### config.mk
export PLATFORM = sky130hd
export DESIGN_NAME = if_prefetch_flat
export DESIGN_NICKNAME = d
export VERILOG_FILES = /design/src/rtl/if_prefetch_pkg.sv /design/src/rtl/if_prefetch_if.sv /design/src/rtl/if_prefetch_fifo.sv /design/src/rtl/if_prefetch.sv /design/src/flat_wrapper.sv
export SDC_FILE = /design/constraint.sdc
export NUM_CORES = 1
export LEC_CHECK = 0
export BUFFER_PORTS_ARGS = -buffer_cell sky130_fd_sc_hd__buf_4
export CAP_MARGIN = 20
export CORE_UTILIZATION = 52
export DETAILED_ROUTE_END_ITERATION = 10
export GPL_ROUTABILITY_DRIVEN = 1
export MAX_ROUTING_LAYER = met4
export PLACE_DENSITY = 0.85
export SYNTH_ARGS = -nofsm -noshare
export SYNTH_HDL_FRONTEND = slang
export SYNTH_SLANG_ARGS = --single-unit
### constraint.sdc
create_clock -name i_clk -period 2.6 [get_ports i_clk]
set_input_delay 0.52 -clock i_clk [delete_from_list [all_inputs] [get_ports i_clk]]
set_output_delay 0.52 -clock i_clk [all_outputs]
set_load 0.1 [all_outputs]
### src/rtl/if_prefetch_pkg.sv
// Shared constants for the instruction-fetch prefetch stage.
package if_prefetch_pkg;

    localparam int                 INSTR_W = 32;
    localparam logic [INSTR_W-1:0] NOP     = 32'h0;
    localparam int                 PC_STEP = 4;

endpackage

### src/rtl/if_prefetch_if.sv
// Fetch-stage bus: instruction-memory read port, core handshake and redirect.
interface if_prefetch_if #(
    parameter int AW = 32
);
    import if_prefetch_pkg::*;

    logic               i_redirect;
    logic [AW-1:0]      i_redirect_pc;
    logic               o_imem_re;
    logic [AW-1:0]      o_imem_addr;
    logic [INSTR_W-1:0] i_imem_rdata;
    logic               o_instr_valid;
    logic [INSTR_W-1:0] o_instr;
    logic [AW-1:0]      o_instr_pc;
    logic               i_instr_ready;

    // Fetch stage side.
    modport master (
        input  i_redirect, i_redirect_pc, i_imem_rdata, i_instr_ready,
        output o_imem_re, o_imem_addr, o_instr_valid, o_instr, o_instr_pc
    );

    // Core / memory side.
    modport slave (
        output i_redirect, i_redirect_pc, i_imem_rdata, i_instr_ready,
        input  o_imem_re, o_imem_addr, o_instr_valid, o_instr, o_instr_pc
    );

endinterface

### src/rtl/if_prefetch_fifo.sv
// Synchronous FIFO with flush; head word is read straight from registered storage.
module if_prefetch_fifo #(
    parameter int DEPTH = 4,
    parameter int W     = 64
) (
    input  logic                   clk_i,
    input  logic                   rst_ni,
    input  logic                   flush_i,
    input  logic                   push_i,
    input  logic [W-1:0]           data_i,
    input  logic                   pop_i,
    output logic [W-1:0]           data_o,
    output logic [$clog2(DEPTH):0] count_o,
    output logic                   empty_o
);

    localparam int PW = $clog2(DEPTH);

    logic [W-1:0]  mem_q [DEPTH];
    logic [PW-1:0] wr_ptr_q, wr_ptr_d;
    logic [PW-1:0] rd_ptr_q, rd_ptr_d;
    logic [PW:0]   count_q, count_d;
    logic          do_push, do_pop;

    // Flush has priority over both push and pop.
    assign do_push = push_i & ~flush_i;
    assign do_pop  = pop_i & ~flush_i & (count_q != '0);

    always_comb begin
        wr_ptr_d = wr_ptr_q;
        rd_ptr_d = rd_ptr_q;
        count_d  = count_q;
        if (flush_i) begin
            wr_ptr_d = '0;
            rd_ptr_d = '0;
            count_d  = '0;
        end else begin
            if (do_push) wr_ptr_d = wr_ptr_q + PW'(1);
            if (do_pop)  rd_ptr_d = rd_ptr_q + PW'(1);
            count_d = count_q + (PW+1)'(do_push) - (PW+1)'(do_pop);
        end
    end

    always_ff @(posedge clk_i or negedge rst_ni) begin
        if (!rst_ni) begin
            wr_ptr_q <= '0;
            rd_ptr_q <= '0;
            count_q  <= '0;
        end else begin
            wr_ptr_q <= wr_ptr_d;
            rd_ptr_q <= rd_ptr_d;
            count_q  <= count_d;
        end
    end

    always_ff @(posedge clk_i) begin
        if (do_push) mem_q[wr_ptr_q] <= data_i;
    end

    assign data_o  = mem_q[rd_ptr_q];
    assign count_o = count_q;
    assign empty_o = (count_q == '0);

endmodule

### src/rtl/if_prefetch.sv
// Instruction prefetch: sequential fetch with credit-limited issue, queued
// (pc, instr) pairs to the core, and flush/restart on redirect.
module if_prefetch
    import if_prefetch_pkg::*;
#(
    parameter int            AW       = 32,
    parameter int            DEPTH    = 4,
    parameter logic [AW-1:0] RESET_PC = '0
) (
    input  logic          i_clk,
    input  logic          i_rst_n,
    if_prefetch_if.master bus
);

    localparam int PW = $clog2(DEPTH);
    localparam int CW = PW + 2;

    typedef struct packed {
        logic [AW-1:0]      pc;
        logic [INSTR_W-1:0] instr;
    } fetch_entry_t;

    logic [AW-1:0] pc_q, pc_d;
    logic [AW-1:0] issued_pc_q;
    logic          inflight_q;
    logic          credit_ok, issue, push, pop, empty;
    logic [PW:0]   count;
    fetch_entry_t  push_entry, head;

    // Credits cover the word still in flight, so a push can never find the queue full.
    assign credit_ok = (CW'(count) + CW'(inflight_q)) < CW'(DEPTH);
    assign issue     = i_rst_n & credit_ok & ~bus.i_redirect;

    always_comb begin
        pc_d = pc_q;
        if (bus.i_redirect)
            pc_d = bus.i_redirect_pc & ~AW'(3);
        else if (issue)
            pc_d = pc_q + AW'(PC_STEP);
    end

    always_ff @(posedge i_clk or negedge i_rst_n) begin
        if (!i_rst_n) begin
            pc_q        <= RESET_PC;
            issued_pc_q <= '0;
            inflight_q  <= 1'b0;
        end else begin
            pc_q       <= pc_d;
            inflight_q <= issue;
            if (issue) issued_pc_q <= pc_q;
        end
    end

    // A response arriving in a redirect cycle belongs to the old stream.
    assign push       = inflight_q & ~bus.i_redirect;
    assign push_entry = fetch_entry_t'{pc: issued_pc_q, instr: bus.i_imem_rdata};
    assign pop        = ~empty & bus.i_instr_ready & ~bus.i_redirect;

    if_prefetch_fifo #(
        .DEPTH (DEPTH),
        .W     ($bits(fetch_entry_t))
    ) u_fifo (
        .clk_i   (i_clk),
        .rst_ni  (i_rst_n),
        .flush_i (bus.i_redirect),
        .push_i  (push),
        .data_i  (push_entry),
        .pop_i   (pop),
        .data_o  (head),
        .count_o (count),
        .empty_o (empty)
    );

    assign bus.o_imem_re     = issue;
    assign bus.o_imem_addr   = pc_q;
    assign bus.o_instr_valid = ~empty;
    assign bus.o_instr       = empty ? NOP : head.instr;
    assign bus.o_instr_pc    = empty ? '0  : head.pc;

endmodule

### src/flat_wrapper.sv
// flat-port wrapper written by rule: the top's interface ports become plain ports
module if_prefetch_flat import if_prefetch_pkg::*;
#(
    parameter int            AW       = 32,
    parameter int            DEPTH    = 4,
    parameter logic [AW-1:0] RESET_PC = '0
)
  (i_clk, i_rst_n, bus_i_redirect, bus_i_redirect_pc, bus_i_imem_rdata, bus_i_instr_ready, bus_o_imem_re, bus_o_imem_addr, bus_o_instr_valid, bus_o_instr, bus_o_instr_pc);
  if_prefetch_if #(.AW(AW)) bus_i ();
  input  logic i_clk;
  input  logic i_rst_n;
  input wire logic [$bits(bus_i.i_redirect)-1:0] bus_i_redirect;
  input wire logic [$bits(bus_i.i_redirect_pc)-1:0] bus_i_redirect_pc;
  input wire logic [$bits(bus_i.i_imem_rdata)-1:0] bus_i_imem_rdata;
  input wire logic [$bits(bus_i.i_instr_ready)-1:0] bus_i_instr_ready;
  output wire logic [$bits(bus_i.o_imem_re)-1:0] bus_o_imem_re;
  output wire logic [$bits(bus_i.o_imem_addr)-1:0] bus_o_imem_addr;
  output wire logic [$bits(bus_i.o_instr_valid)-1:0] bus_o_instr_valid;
  output wire logic [$bits(bus_i.o_instr)-1:0] bus_o_instr;
  output wire logic [$bits(bus_i.o_instr_pc)-1:0] bus_o_instr_pc;
  assign bus_i.i_redirect = bus_i_redirect;
  assign bus_i.i_redirect_pc = bus_i_redirect_pc;
  assign bus_i.i_imem_rdata = bus_i_imem_rdata;
  assign bus_i.i_instr_ready = bus_i_instr_ready;
  assign bus_o_imem_re = bus_i.o_imem_re;
  assign bus_o_imem_addr = bus_i.o_imem_addr;
  assign bus_o_instr_valid = bus_i.o_instr_valid;
  assign bus_o_instr = bus_i.o_instr;
  assign bus_o_instr_pc = bus_i.o_instr_pc;
  if_prefetch #(.AW(AW), .DEPTH(DEPTH), .RESET_PC(RESET_PC)) u_core (.i_clk(i_clk), .i_rst_n(i_rst_n), .bus(bus_i));
endmodule
## After elaboration in Yosys (flattened, before gate mapping)

Memory sizes are Yosys's and may differ from the RTL's.
Index checks and enable logic that the tools add are counted.
Widths: inputs -> output; s select.

| operators by class | value |
|---|---|
| $add $sub $neg | 6 |
| order comparisons | 1 |
| mux-type cells | 11 |
| bitwise operators | 10 |
| reduce and logical (&&, ||, !) cells | 5 |

Operator list:

| cell | count |
|---|---|
| $mux 32 | 4 |
| $add 32x3->32 const B | 1 |
| $and 1x1->1 | 8 |
| $mux 2 | 4 |
| $reduce_bool 2->1 | 3 |
| $add 2x1->2 const B | 2 |
| $add 3x1->4 | 1 |
| $lt 4x3->1 const B | 1 |
| $add 3x1->3 | 1 |
| $logic_not 3->1 | 1 |
| $mux 3 | 1 |
| $reduce_bool 3->1 | 1 |
| $sub 3x1->3 | 1 |
| $mux 1 | 2 |
| $not 1->1 | 2 |

| word-level totals | value |
|---|---|
| flip-flop bits (word level) | 72 |
| bits in writable memories | 256 |
| input bits | 68 |
| output and inout port bits | 98 |
| logic and storage cells | 40 |
| memories kept | 1 |

Memory list:

| name | words | bits a word | read ports | clocked after Yosys merged registers in | wr ports | line | text |
|---|---|---|---|---|---|---|---|
| u_core.u_fifo.mem_q | 4 | 64 | 1 | 0 | 1 | if_prefetch_fifo.sv:19 | `logic [W-1:0] mem_q [DEPTH];` |

## Longest topological paths before layout

Gate-level depths: netlist (run 1).

| depth | value |
|---|---|
| depth in word-level cells | 8 |
| gate-level depth with buffers | 11 |
| depth with buffers taken out | 10 |

## By module

Synthesis (run 1) repeated with hierarchy kept, for this count alone.

| second synthesis, totals | value |
|---|---|
| cells, all modules | 756 |
| area total of the unflattened synthesis | 13360.3 um^2 |

Modules (own cells, without submodules):

| module | instances | cells each | area each (um^2) | seq. area each (um^2) |
|---|---|---|---|---|
| if_prefetch_fifo | 1 | 378 | 9729.3 | 7862.5 |
| if_prefetch | 1 | 378 | 3631.0 | 1526.5 |

## Worst setup path before layout (run 1)

OpenSTA, ideal clock, no wires.

| timing | value |
|---|---|
| path kind | flip-flop to output port |
| start point | register u_core.u_fifo.count_q[1] (netlist: u_core.u_fifo.count_o[1]) |
| end point | output port bus_o_instr[22] |
| arrival | 2.396 ns |
| required time | 2.080 ns |
| path slack | -0.316 ns |
| cell stages (with the launch flop) | 4 |
| buffers on the path | 1 |
| cell sequence | dfrtp_1 or3_1 clkbuf_1 and2_1 |

| on the way | value |
|---|---|
| cells in the longest elaborated chain, start to end | 2 |

RTL lines:

| element | line | text |
|---|---|---|
| from (decl) | if_prefetch_fifo.sv:22 | `logic [PW:0] count_q, count_d;` |
| from (signal assigned) | if_prefetch_fifo.sv:52 | `count_q <= count_d;` |
| $logic_not 3->1 | if_prefetch_fifo.sv:62 | `assign empty_o = (count_q == '0);` |
| $mux 32 | if_prefetch.sv:77 | `assign bus.o_instr = empty ? NOP : head.instr;` |
| to (decl) | flat_wrapper.sv:19 | `output wire logic [$bits(bus_i.o_instr)-1:0] bus_o_instr;` |

Every way passes these cells.

## Worst setup path in the final report (run 1)

| timing | value |
|---|---|
| start point | register u_core.u_fifo.rd_ptr_q[0] |
| end point | output port bus_o_instr_pc[17] |

| on the way | value |
|---|---|
| cells in the longest elaborated chain, start to end | 2 |

RTL lines:

| element | line | text |
|---|---|---|
| from (decl) | if_prefetch_fifo.sv:21 | `logic [PW-1:0] rd_ptr_q, rd_ptr_d;` |
| from (signal assigned) | if_prefetch_fifo.sv:51 | `rd_ptr_q <= rd_ptr_d;` |
| $mem_v2 4x64 | n/a |  |
| $mux 32 | if_prefetch.sv:78 | `assign bus.o_instr_pc = empty ? '0 : head.pc;` |
| to (decl) | flat_wrapper.sv:20 | `output wire logic [$bits(bus_i.o_instr_pc)-1:0] bus_o_instr_pc;` |

Every way passes these cells.

==> metrics.txt, run 1 <==
critical hold path startpoint=bus_i_imem_rdata[0]; vias in the first global route=7797; Final Max Tran Viols=0; first-pass GRT wire length=44800 um; placed insts=1221; Setup WS post-layout=-0.122 ns; Required @ worst endpoint=2.08 ns; Fill cells=1625; Root Driver=clkbuf_16; cts bufs inserted=34; width of the die=161 um; Worst Setup Path Type=reg -> out; top cells by area, synth=edfxtp_1, dfrtp_1, mux4_2, and2_1, mux2_2; CP max FO=6; Hold Violations, Final=0; Avg Vias per Cell=6.00; Core ar.=0.0245 mm^2; YS warnings=0; most common library cell in the layout ignoring fill and taps=edfxtp_1; Initial DRC Count=616; failing checks=negative setup slack; Setup Skew=0.0270 ns; synth unique cells=57; period utilization=105%; status=finished with violations; routed len/inst=22.8 um; # port buffers=159; Hold Path Stages=1; Slew HR=49.6%; DR vias=7728; critical path arrival=2.20 ns; minimum clock period=2.72 ns; clock sink count=316; final WL=29400 um; GP Congestion=0.846; Post-synth top flop=edfxtp_1; Antenna Cells=0; DRC viols=0; area grow syn2layout=25.1%; Hold Crit Endpoint=u_core.u_fifo.mem_q[1][0]; Avg Inst Size Synth=17.4 um^2; EDFF count, synth=248; worst skew pair latency=0.50 ns; remaining antenna violation count after routing=0; Fmax=367 MHz; Yosys reg bits=316; reg2reg setup slack=0.28 ns; pin count of the biggest net entering global routing=64; GRT Overall Usage=23.8%; GRT overflow=0; Total Neg Setup Slack=-3.09 ns; CTS tree=built; Place WS=0.217 ns; H-tree level count=2; worst hold slack=0.214 ns; Slew @ Worst Pin=0.756 ns; I/O pin count=166; top cell type's share of synthesized area=56.9%; RSZ-0062 raised after global routing=true; commonest cells after routing, fill and taps aside=edfxtp_1, buf_4, dfrtp_1; CP Launch Type=register; r2r worst-path depth=5; share of layout cells above drive strength 1=38.0%; Initial DRT Pass Iterations=5; endpoint type of the worst setup path=primary output; Reg-to-Reg Start=u_core.u_fifo.count_o[1]; Layout Nets=1019; # setup viols final=62; row cnt=57; fin cells=1289; Max Buffers Root-to-Sink=3; Hold Path Class=in -> reg; sequential element share of the synthesized area=69.9%; LEAKAGE=5.76 nW; post-synth top area cell=edfxtp_1; VDD IR max=0.717 mV; Initial Utilization=53.4%; DIE HEIGHT=161 um; Critical R2R Capture=u_core.bus.o_imem_addr[17]; ys async rst share=21.5%; antenna violations before repair=0; Max Cap Viol=0; clk slew on worst S/H paths=0.06 ns; Die Area=0.0258 mm^2; P per Cell Area=1160 mW/mm^2; Post-Syn Area=0.0131 mm^2; Final HPWL DP=17500 um; Synth Instances=753
-- cells by family after synthesis --
logic type | synth area share, %
AO/OA/AOI/OAI | 4.09
XOR/XNOR | 0.268
buffers and inverters | 2.45
other | 0.0286
AND/OR/NAND/NOR | 9.07
adder cells (fa/ha/maj) | 0.917
flip-flops | 69.9
multiplexers | 13.3
-- where the power goes --
part | total (mW) | internal (mW) | leakage [nW] | switching, mW
Sequential | 6.48 | 6.06 | 2.99 | 0.418
Clock | 4.44 | 2.57 | 0.490 | 1.87
Combinational | 8.05 | 2.65 | 2.28 | 5.40
-- through the flow --
| step | power (mW) | cell area [um^2] | util [%] |
|---|---|---|---|
| floorplan | 12.0 | 13100 | - |
| global placement | 13.5 | 14800 | 60.3 |
| detailed placement | 13.6 | 14800 | 60.3 |
| CTS | 18.8 | 16200 | 66.0 |
| global route | 19.5 | 16400 | 66.8 |
| finish | 19.0 | 16400 | 66.8 |
-- cell type report --
cell class,count,area (um^2),share of cell area [%]
clock buffer,44,910,5.55
clock inverter,15,106,0.649
inverter,14,56.3,0.344
multi-input combinational,380,3690,22.5
sequential,316,9160,55.9
tap,324,405,2.47
timing repair buffer,196,2060,12.6
-- critical path, cell delays in order (launching register included) --
cell	delay [ns]
dfrtp_4	0.53
buf_6	0.16
clkbuf_16	0.17
mux4_2	0.50
and2_4	0.18
buf_12	0.16
-- registers in the layout, summed over array words and instances (netlist names) --
| signal | cells |
|---|---|
| u_core.inflight_q | 1 |
| u_core.u_fifo.wr_ptr_q | 2 |
| u_core.u_fifo.mem_q | 248 |
| u_core.u_fifo.rd_ptr_q | 2 |
| u_core.bus.o_imem_addr | 30 |
| u_core.issued_pc_q | 30 |
| u_core.u_fifo.count_o | 3 |
-- worst max path at each step --
stage | from | end | slack, ns | cells past startpoint
after CTS | u_core.u_fifo.rd_ptr_q[0] | bus_o_instr_pc[17] | -0.16 | 5
after global routing | u_core.u_fifo.rd_ptr_q[0] | bus_o_instr_pc[17] | -0.17 | 5
after global placement | u_core.u_fifo.count_o[1] | bus_o_instr_pc[11] | 0.25 | 4
final | u_core.u_fifo.rd_ptr_q[0] | bus_o_instr_pc[17] | -0.12 | 5
after detailed placement | u_core.u_fifo.count_o[2] | u_core.bus.o_imem_addr[17] | 0.22 | 5
after floorplan | bus_i_redirect | u_core.u_fifo.count_o[2] | 0.02 | 11
-- Yosys cell counts (5+ instances only) --
| library cell | n |
|---|---|
| edfxtp_1 | 248 |
| and2_1 | 68 |
| dfrtp_1 | 68 |
| mux4_2 | 62 |
| nor2_1 | 31 |
| mux2_2 | 30 |
| nand3_1 | 23 |
| clkbuf_1 | 22 |
| a31oi_1 | 18 |
| nand2_1 | 15 |
| nand4_1 | 14 |
| inv_1 | 13 |
| or4_1 | 13 |
| o31ai_1 | 12 |
| buf_2 | 11 |
| o21ai_0 | 10 |
| ha_1 | 8 |
| o311ai_0 | 7 |
| nor2b_1 | 6 |
| and4_1 | 5 |
| buf_4 | 5 |
| buf_6 | 5 |
-- metal layers --
metal	GRT usage (%)	vias to the layer above	wire length [um]
met5	-	-	0
met4	6.78	0	741
met3	4.34	52	2330
met2	39.1	393	14700
met1	30.7	3903	11700
li1	-	3380	-
-- what timing repair did --
| item | CTS | global route |
|---|---|---|
| endpoints found under the hold margin | 3 | 0 |
| resized for setup | 63 | 52 |
| endpoints found under the setup margin | 64 | 63 |
| gates cloned | 3 | 1 |
| setup buffers | 4 | 2 |
| hold buffers | 1 | 0 |
No activity file was read; power rests on OpenSTA's default activity.
==> run 2: changes to the inputs <==
--- a/config.mk
+++ b/config.mk
@@ -14,4 +14,5 @@
 export PLACE_DENSITY = 0.85
 export SYNTH_ARGS = -nofsm -noshare
 export SYNTH_HDL_FRONTEND = slang
+export SYNTH_HIERARCHICAL = 1
 export SYNTH_SLANG_ARGS = --single-unit
==> run 2 against run 1 <==
Net effect: the flow still finishes with violations (negative setup slack); critical path type unchanged; global-route usage is 0.56 points lower; count of clock-buffer cells in the layout is 3 lower; fmax is 0.59% higher; final cell count is 2.2% higher; area after synthesis is 2.0% higher; highest routed layer unchanged.
==> metrics.txt, run 2 <==
status=finished with violations; failing checks=negative setup slack; Core ar.=0.0252 mm^2 (+2.6%); Root Driver=clkbuf_16; top cell type's share of synthesized area=57.5% (+0.67 points); DRC viols=0 (unchanged); LEAKAGE=6.20 nW (+7.5%); Max Buffers Root-to-Sink=3 (unchanged); # port buffers=161 (+1.3%); clk slew on worst S/H paths=0.06 ns (about the same); critical path's largest stage delay=0.52 ns (about the same); Final Max Tran Viols=0 (unchanged); Yosys reg bits=324 (+2.5%); Hold Path Class=in -> reg; top post-synthesis cells by count=edfxtp_1, nor2b_1, dfrtp_1; CTS tree=built; Sw Ratio=26.0% (-15 points); share of layout cells above drive strength 1=43.9% (+5.9 points); worst skew pair latency=0.51 ns (about the same); max reg flops=256 (+3.2%); minimum clock period=2.71 ns (-0.0161 ns); GP Congestion=0.845 (-0.18%); area grow syn2layout=31.7%; register area=0.00940 mm^2 (+2.6%); Layout Nets=1038 (+1.9%); Avg Inst Size Synth=17.7 um^2 (+1.6%); H-tree level count=2 (unchanged); Die Area=0.0263 mm^2 (+2.0%); CP bufs+invs=3 (unchanged); Final HPWL DP=16900 um (-3.6%); area of the multi-input gates=0.00404 mm^2 (+9.5%); Max Cap Viol=0 (unchanged); antenna violations before repair=0 (unchanged); GRT Overall Usage=23.3% (-0.56 points); critical path arrival=2.19 ns (about the same); YS warnings=6 (+6); Slew @ Worst Pin=0.666 ns (-0.0895 ns); cts bufs inserted=35 (+2.9%); Antenna Cells=0 (unchanged); width of the die=162 um (+1.0%); RSZ-0062 raised after global routing=true; CP Cell Sequence=buf_12 > buf_16 > mux4_2 > nor2b_2 > buf_12; VDD IR max=0.552 mV (-23%); commonest cells after routing, fill and taps aside=edfxtp_1, buf_4, buf_12; Top reg by flops=u_core/u_fifo/mem_q; Worst Setup Path Type=reg -> out; count leader, synth=edfxtp_1; CP max FO=8 (+2); CP most frequent cell=buf_12; row cnt=58 (+1.8%); Post-Syn Area=0.0134 mm^2 (+2.0%); internal power=9.16 mW (-19%); Avg Vias per Cell=5.87 (-2.1%); vias in the first global route=7765 (-0.41%); final WL=30200 um (+2.6%); Net Switching=3.21 mW (-58%); DIE HEIGHT=162 um (+1.0%); clock network power share=38.7% (+15 points); fin cells=1318 (+2.2%); GRT overflow=0 (unchanged); synth unique cells=52 (-8.8%); clock sink count=324 (+2.5%); slowest CP cell=mux4_2; top cells by area, synth=edfxtp_1, dfrtp_1, mux4_2, nor2b_1, mux2_2; most common library cell in the layout ignoring fill and taps=edfxtp_1; crit-path leading delay family=multiplexers; Post-synth top flop=edfxtp_1; endpoint type of the worst setup path=primary output; Hold Violations, Final=0 (unchanged); Initial DRT Pass Iterations=5 (unchanged); Reg power frac=49.6% (+15 points); Required @ worst endpoint=2.08 ns (about the same); Synth Instances=756 (+0.40%); pin count of the biggest net entering global routing=65 (+1.6%); placed insts=1237 (+1.3%); period utilization=104% (-0.62 points); first-pass GRT wire length=44400 um (-0.77%); Initial DRC Count=622 (+0.97%); I/O pin count=166 (unchanged); CP Launch Type=register; Slew HR=55.6% (+6.0 points); sequential element share of the synthesized area=70.3% (+0.41 points); ys async rst share=21.0% (-0.53 points); Setup Skew=0.00895 ns (-0.0180 ns); Fill cells=1511 (-7.0%); remaining antenna violation count after routing=0 (unchanged); EDFF count, synth=256 (+3.2%); worst hold slack=0.205 ns (-0.00885 ns); routed len/inst=22.9 um (+0.31%); Fmax=370 MHz (+0.59%); post-synth top area cell=edfxtp_1; Setup WS post-layout=-0.106 ns (+0.0161 ns); P per Cell Area=703 mW/mm^2 (-39%); Initial Utilization=53.1% (-0.32 points); DR vias=7735 (+0.091%); # setup viols final=55 (-11%); Comb pwr share=11.8% (-31 points)
==> run 2: changes by cell type after synthesis, sizes merged, moves of 8 or more <==
cell / previous run / this run
nor2: 31 / 20
and2: 68 / 6
edfxtp: 248 / 256
nand2: 15 / 25
nor2b: 6 / 78
a31oi: 18 / 7
==> run 2: layout make-up <==
| class | count | share of cell area [%] |
|---|---|---|
| flip-flops and latches | 324 | 53.4 |
| clock buffers | 41 | 5.16 |
| inverters | 9 | 0.213 |
| repair buffers | 205 | 14.8 |
| multi-input cells | 387 | 22.9 |
| well taps | 330 | 2.35 |
| clock inverters | 22 | 1.12 |
==> run 2: timing repair <==
item | CTS | global route
hold buffers | 1 | 0
endpoints found under the setup margin | 65 | 67
gates resized for setup | 163 | 70
pin swaps | 0 | 0
endpoints found under the hold margin | 17 | 0
cloned | 4 | 2
buffers inserted | 5 | 6
==> run 2: power by group through the flow <==
stage / logic, mW / clock network (mW) / registers, mW
2_1_floorplan: 0.600 / 0 / 6.51
3_3_place_gp: 1.30 / 0 / 6.20
3_5_place_dp: 1.32 / 0 / 6.23
4_1_cts: 1.40 / 4.84 / 6.13
5_1_grt: 1.51 / 5.08 / 6.17
6_report: 1.46 / 4.78 / 6.14
==> run 2: through the flow <==
stage	utilization [%]	setup slack (ns)	power [mW]	TNS (ns)	area, um^2
6_report	69.9	-0.106	12.4	-2.79	17600
5_1_grt	69.9	-0.156	12.8	-6.54	17600
4_1_cts	68.4	-0.134	12.4	-6.32	17200
3_5_place_dp	60.7	0.146	7.55	0	15300
3_3_place_gp	60.7	0.168	7.50	0	15300
2_1_floorplan	-	-0.306	7.11	-1.54	13600
==> run 2: worst paths after layout <==
kind                                            from                    endpoint  slack [ns]  depth (start not counted)
setup reg to reg            u_core/u_fifo/count_o[1]    u_core/u_fifo/count_o[1]        0.17                         12
max in group asynchronous                    i_rst_n   u_core/u_fifo/rd_ptr_q[1]        1.38                          3
setup / recovery           u_core/u_fifo/rd_ptr_q[0]              bus_o_instr[1]       -0.11                          5
hold / removal                  bus_i_imem_rdata[28]  u_core/u_fifo/mem_q[3][28]        0.20                          1
hold reg to reg               u_core/issued_pc_q[26]  u_core/u_fifo/mem_q[1][58]        0.52                          0
min in group asynchronous                    i_rst_n   u_core/bus.o_imem_addr[8]        0.54                          3
==> run 2: metal layers <==
layer	part of all wire, %	up-vias	global-route usage (%)
li1	-	3378	-
met4	1.6	0	6.30
met2	51	361	37.9
met1	41	3956	30.5
met5	0	-	-
met3	6.7	40	3.80
==> run 2: worst reg2reg max path: stages (launching register included) <==
cell and delay [ns]:
dfrtp_2 0.46, nor3_4 0.19, buf_4 0.16, clkinvlp_4 0.08
and3_4 0.18, o31ai_2 0.07, nor2_1 0.08, ha_1 0.27
inv_1 0.06, ha_1 0.13, inv_1 0.05, fa_2 0.52
nor2_1 0.04
==> run 2: cell families after synthesis <==
kind of cell             count (synthesis)  share of synthesized area, %
flip-flops                             324                          70.3
multiplexers                            99                          13.7
XOR/XNOR                                 9                         0.693
other                                    1                        0.0281
adder cells (fa/ha/maj)                  8                         0.805
AO/OA/AOI/OAI                           52                          2.69
buffers and inverters                   54                          2.59
AND/OR/NAND/NOR                        209                          9.21
==> run 3: changes to the inputs <==
--- a/config.mk
+++ b/config.mk
@@ -12,6 +12,7 @@
 export GPL_ROUTABILITY_DRIVEN = 1
 export MAX_ROUTING_LAYER = met4
 export PLACE_DENSITY = 0.85
+export SKIP_CTS_REPAIR_TIMING = 1
 export SYNTH_ARGS = -nofsm -noshare
 export SYNTH_HDL_FRONTEND = slang
 export SYNTH_HIERARCHICAL = 1
==> run 3 against run 2 <==
Net effect: the run still ends with negative setup slack left; count of clock-buffer cells in the layout stayed put; wire length is 3.4% lower; critical endpoint is now bus_o_instr[11]; sequential power hardly changed; critical path depth stayed put; sequential share of layout area is 0.47 points higher; cell area is 0.87% lower; via count is 0.63% lower; fmax hardly changed; final cell count hardly changed; register-to-register slack better by 0.02 ns; combinational power hardly changed.
==> metrics.txt, run 3 (same netlist as run 2, synthesis figures left out) <==
crit path from=u_core/u_fifo/rd_ptr_q[0]; LEAKAGE=6.16 nW (-0.66%); Setup Skew=0.00905 ns (+0.000105 ns); # port buffers=161 (unchanged); Root Driver=clkbuf_16; Critical Path Sink=bus_o_instr[11]; share of layout cells above drive strength 1=43.8% (-0.16 points); commonest cells after routing, fill and taps aside=edfxtp_1, buf_4, dfrtp_1; RSZ-0062 raised after global routing=true; endpoint type of the worst setup path=primary output; Max Buffers Root-to-Sink=3 (unchanged); clock sink count=324 (unchanged); remaining antenna violation count after routing=0 (unchanged); Fmax=369 MHz (about the same); worst hold slack=0.207 ns (+0.00215 ns); Die Area=0.0263 mm^2 (unchanged); Max Cap Viol=0 (unchanged); status=finished with violations; Antenna Cells=0 (unchanged); critical path's largest stage delay=0.51 ns (about the same); DRC viols=0 (unchanged); Initial Utilization=53.1% (unchanged); worst skew pair latency=0.51 ns (about the same); Worst Setup Path Type=reg -> out; GRT overflow=0 (unchanged); Layout Nets=1037 (-0.096%); slowest CP cell=mux4_2; Place WS=0.146 ns (unchanged); Avg Vias per Cell=5.84 (-0.56%); critical path arrival=2.19 ns (about the same); CTS tree=built; Core ar.=0.0252 mm^2 (unchanged); vias in the first global route=7617 (-1.9%); Final Max Tran Viols=0 (unchanged); I/O pin count=166 (unchanged); Slew @ Worst Pin=0.669 ns (+0.00254 ns); Slew HR=55.4% (-0.17 points); period utilization=104% (about the same); P per Cell Area=707 mW/mm^2 (+0.53%); DIE HEIGHT=162 um (unchanged); width of the die=162 um (unchanged); CP max FO=8 (unchanged); antenna violations before repair=0 (unchanged); Top reg by flops=u_core/u_fifo/mem_q; Initial DRC Count=586 (-5.8%); cts bufs inserted=35 (unchanged); reg2reg setup slack=0.19 ns (+0.02 ns); GP Congestion=0.845 (unchanged); clk slew on worst S/H paths=0.06 ns (about the same); Final HPWL DP=16900 um (unchanged); H-tree level count=2 (unchanged); VDD IR max=0.493 mV (-11%); final WL=29200 um (-3.4%); CP Launch Type=register; minimum clock period=2.71 ns (+0.00218 ns); most common library cell in the layout ignoring fill and taps=edfxtp_1; r2r worst-path depth=13 (+1); area grow syn2layout=30.6%; CP Cell Sequence=buf_12 > clkbuf_16 > mux4_2 > nor2b_2 > buf_8; Setup WS post-layout=-0.109 ns (-0.00218 ns); first-pass GRT wire length=42200 um (-5.0%); Reg-to-Reg Start=u_core/u_fifo/count_o[1]; DR vias=7686 (-0.63%); CP bufs+invs=3 (unchanged); pin count of the biggest net entering global routing=65 (unchanged); max reg flops=256 (unchanged); routed len/inst=22.2 um (-3.3%); crit-path leading delay family=buffers and inverters; Finished Core Util=69.3% (-0.61 points); Total Neg Setup Slack=-3.47 ns (-0.681 ns); Worst path depth=5 (unchanged); row cnt=58 (unchanged); # setup viols final=61 (+11%); Required @ worst endpoint=2.08 ns (about the same); Critical R2R Capture=u_core/u_fifo/count_o[2]; GRT Overall Usage=21.9% (-1.3 points); failing checks=negative setup slack; Hold Violations, Final=0 (unchanged); Initial DRT Pass Iterations=5 (unchanged); Hold Path Class=in -> reg
## run 3: worst min-delay path by stage
stage | start | endpoint | slack (ns) | depth (start not counted)
final | bus_i_imem_rdata[28] | u_core/u_fifo/mem_q[2][28] | 0.21 | 1
after global routing | bus_i_imem_rdata[28] | u_core/u_fifo/mem_q[0][28] | 0.19 | 1
after CTS | i_rst_n | u_core/issued_pc_q[9] | -0.01 | 2
after detailed placement | u_core/issued_pc_q[22] | u_core/u_fifo/mem_q[3][54] | 0.51 | 0
after global placement | u_core/issued_pc_q[28] | u_core/u_fifo/mem_q[3][60] | 0.49 | 0
after floorplan | i_rst_n | u_core/bus.o_imem_addr[10] | 0.22 | 0
## run 3: cell type report
class | instances | area, um^2
fill | 1538 | 7740
sequential | 324 | 9400
tap | 330 | 413
multi-input combinational | 387 | 4030
timing repair buffer | 204 | 2460
clock inverter | 22 | 198
inverter | 9 | 37.5
clock buffer | 41 | 908
## run 3: stage by stage
stage          cell area (um^2)  instances  power, mW
6_report                  17400       1317       12.3
5_1_grt                   17400       1317       12.7
4_1_cts                   16400       1300       12.3
3_5_place_dp              15300       1237       7.55
3_3_place_gp              15300       1237       7.50
2_1_floorplan             13600        765       7.11
## run 3: metal layers
layer / global-route usage (%) / routed length [um] / vias up / share of wire, %
met5: - / 0 / - / 0
met4: 6.82 / 491 / 0 / 1.7
met3: 3.45 / 2030 / 38 / 7.0
met2: 35.2 / 14700 / 384 / 50
met1: 28.9 / 11900 / 3887 / 41
li1: - / - / 3377 / -
## run 3: where the power goes
group	internal [mW]	switching, mW
clock network	2.82	1.95
registers	5.88	0.258
logic	0.460	0.975
total	9.15	3.18
## run 3: worst register-to-register path: cells and delay by family, from the launching register on
kind / cells / cell delay, ns
compound gates: 1 / 0.07
fa+ha+maj: 3 / 0.73
buf+inv: 4 / 0.35
simple gates: 4 / 0.46
xor+xnor: 1 / 0.20
flops: 1 / 0.48
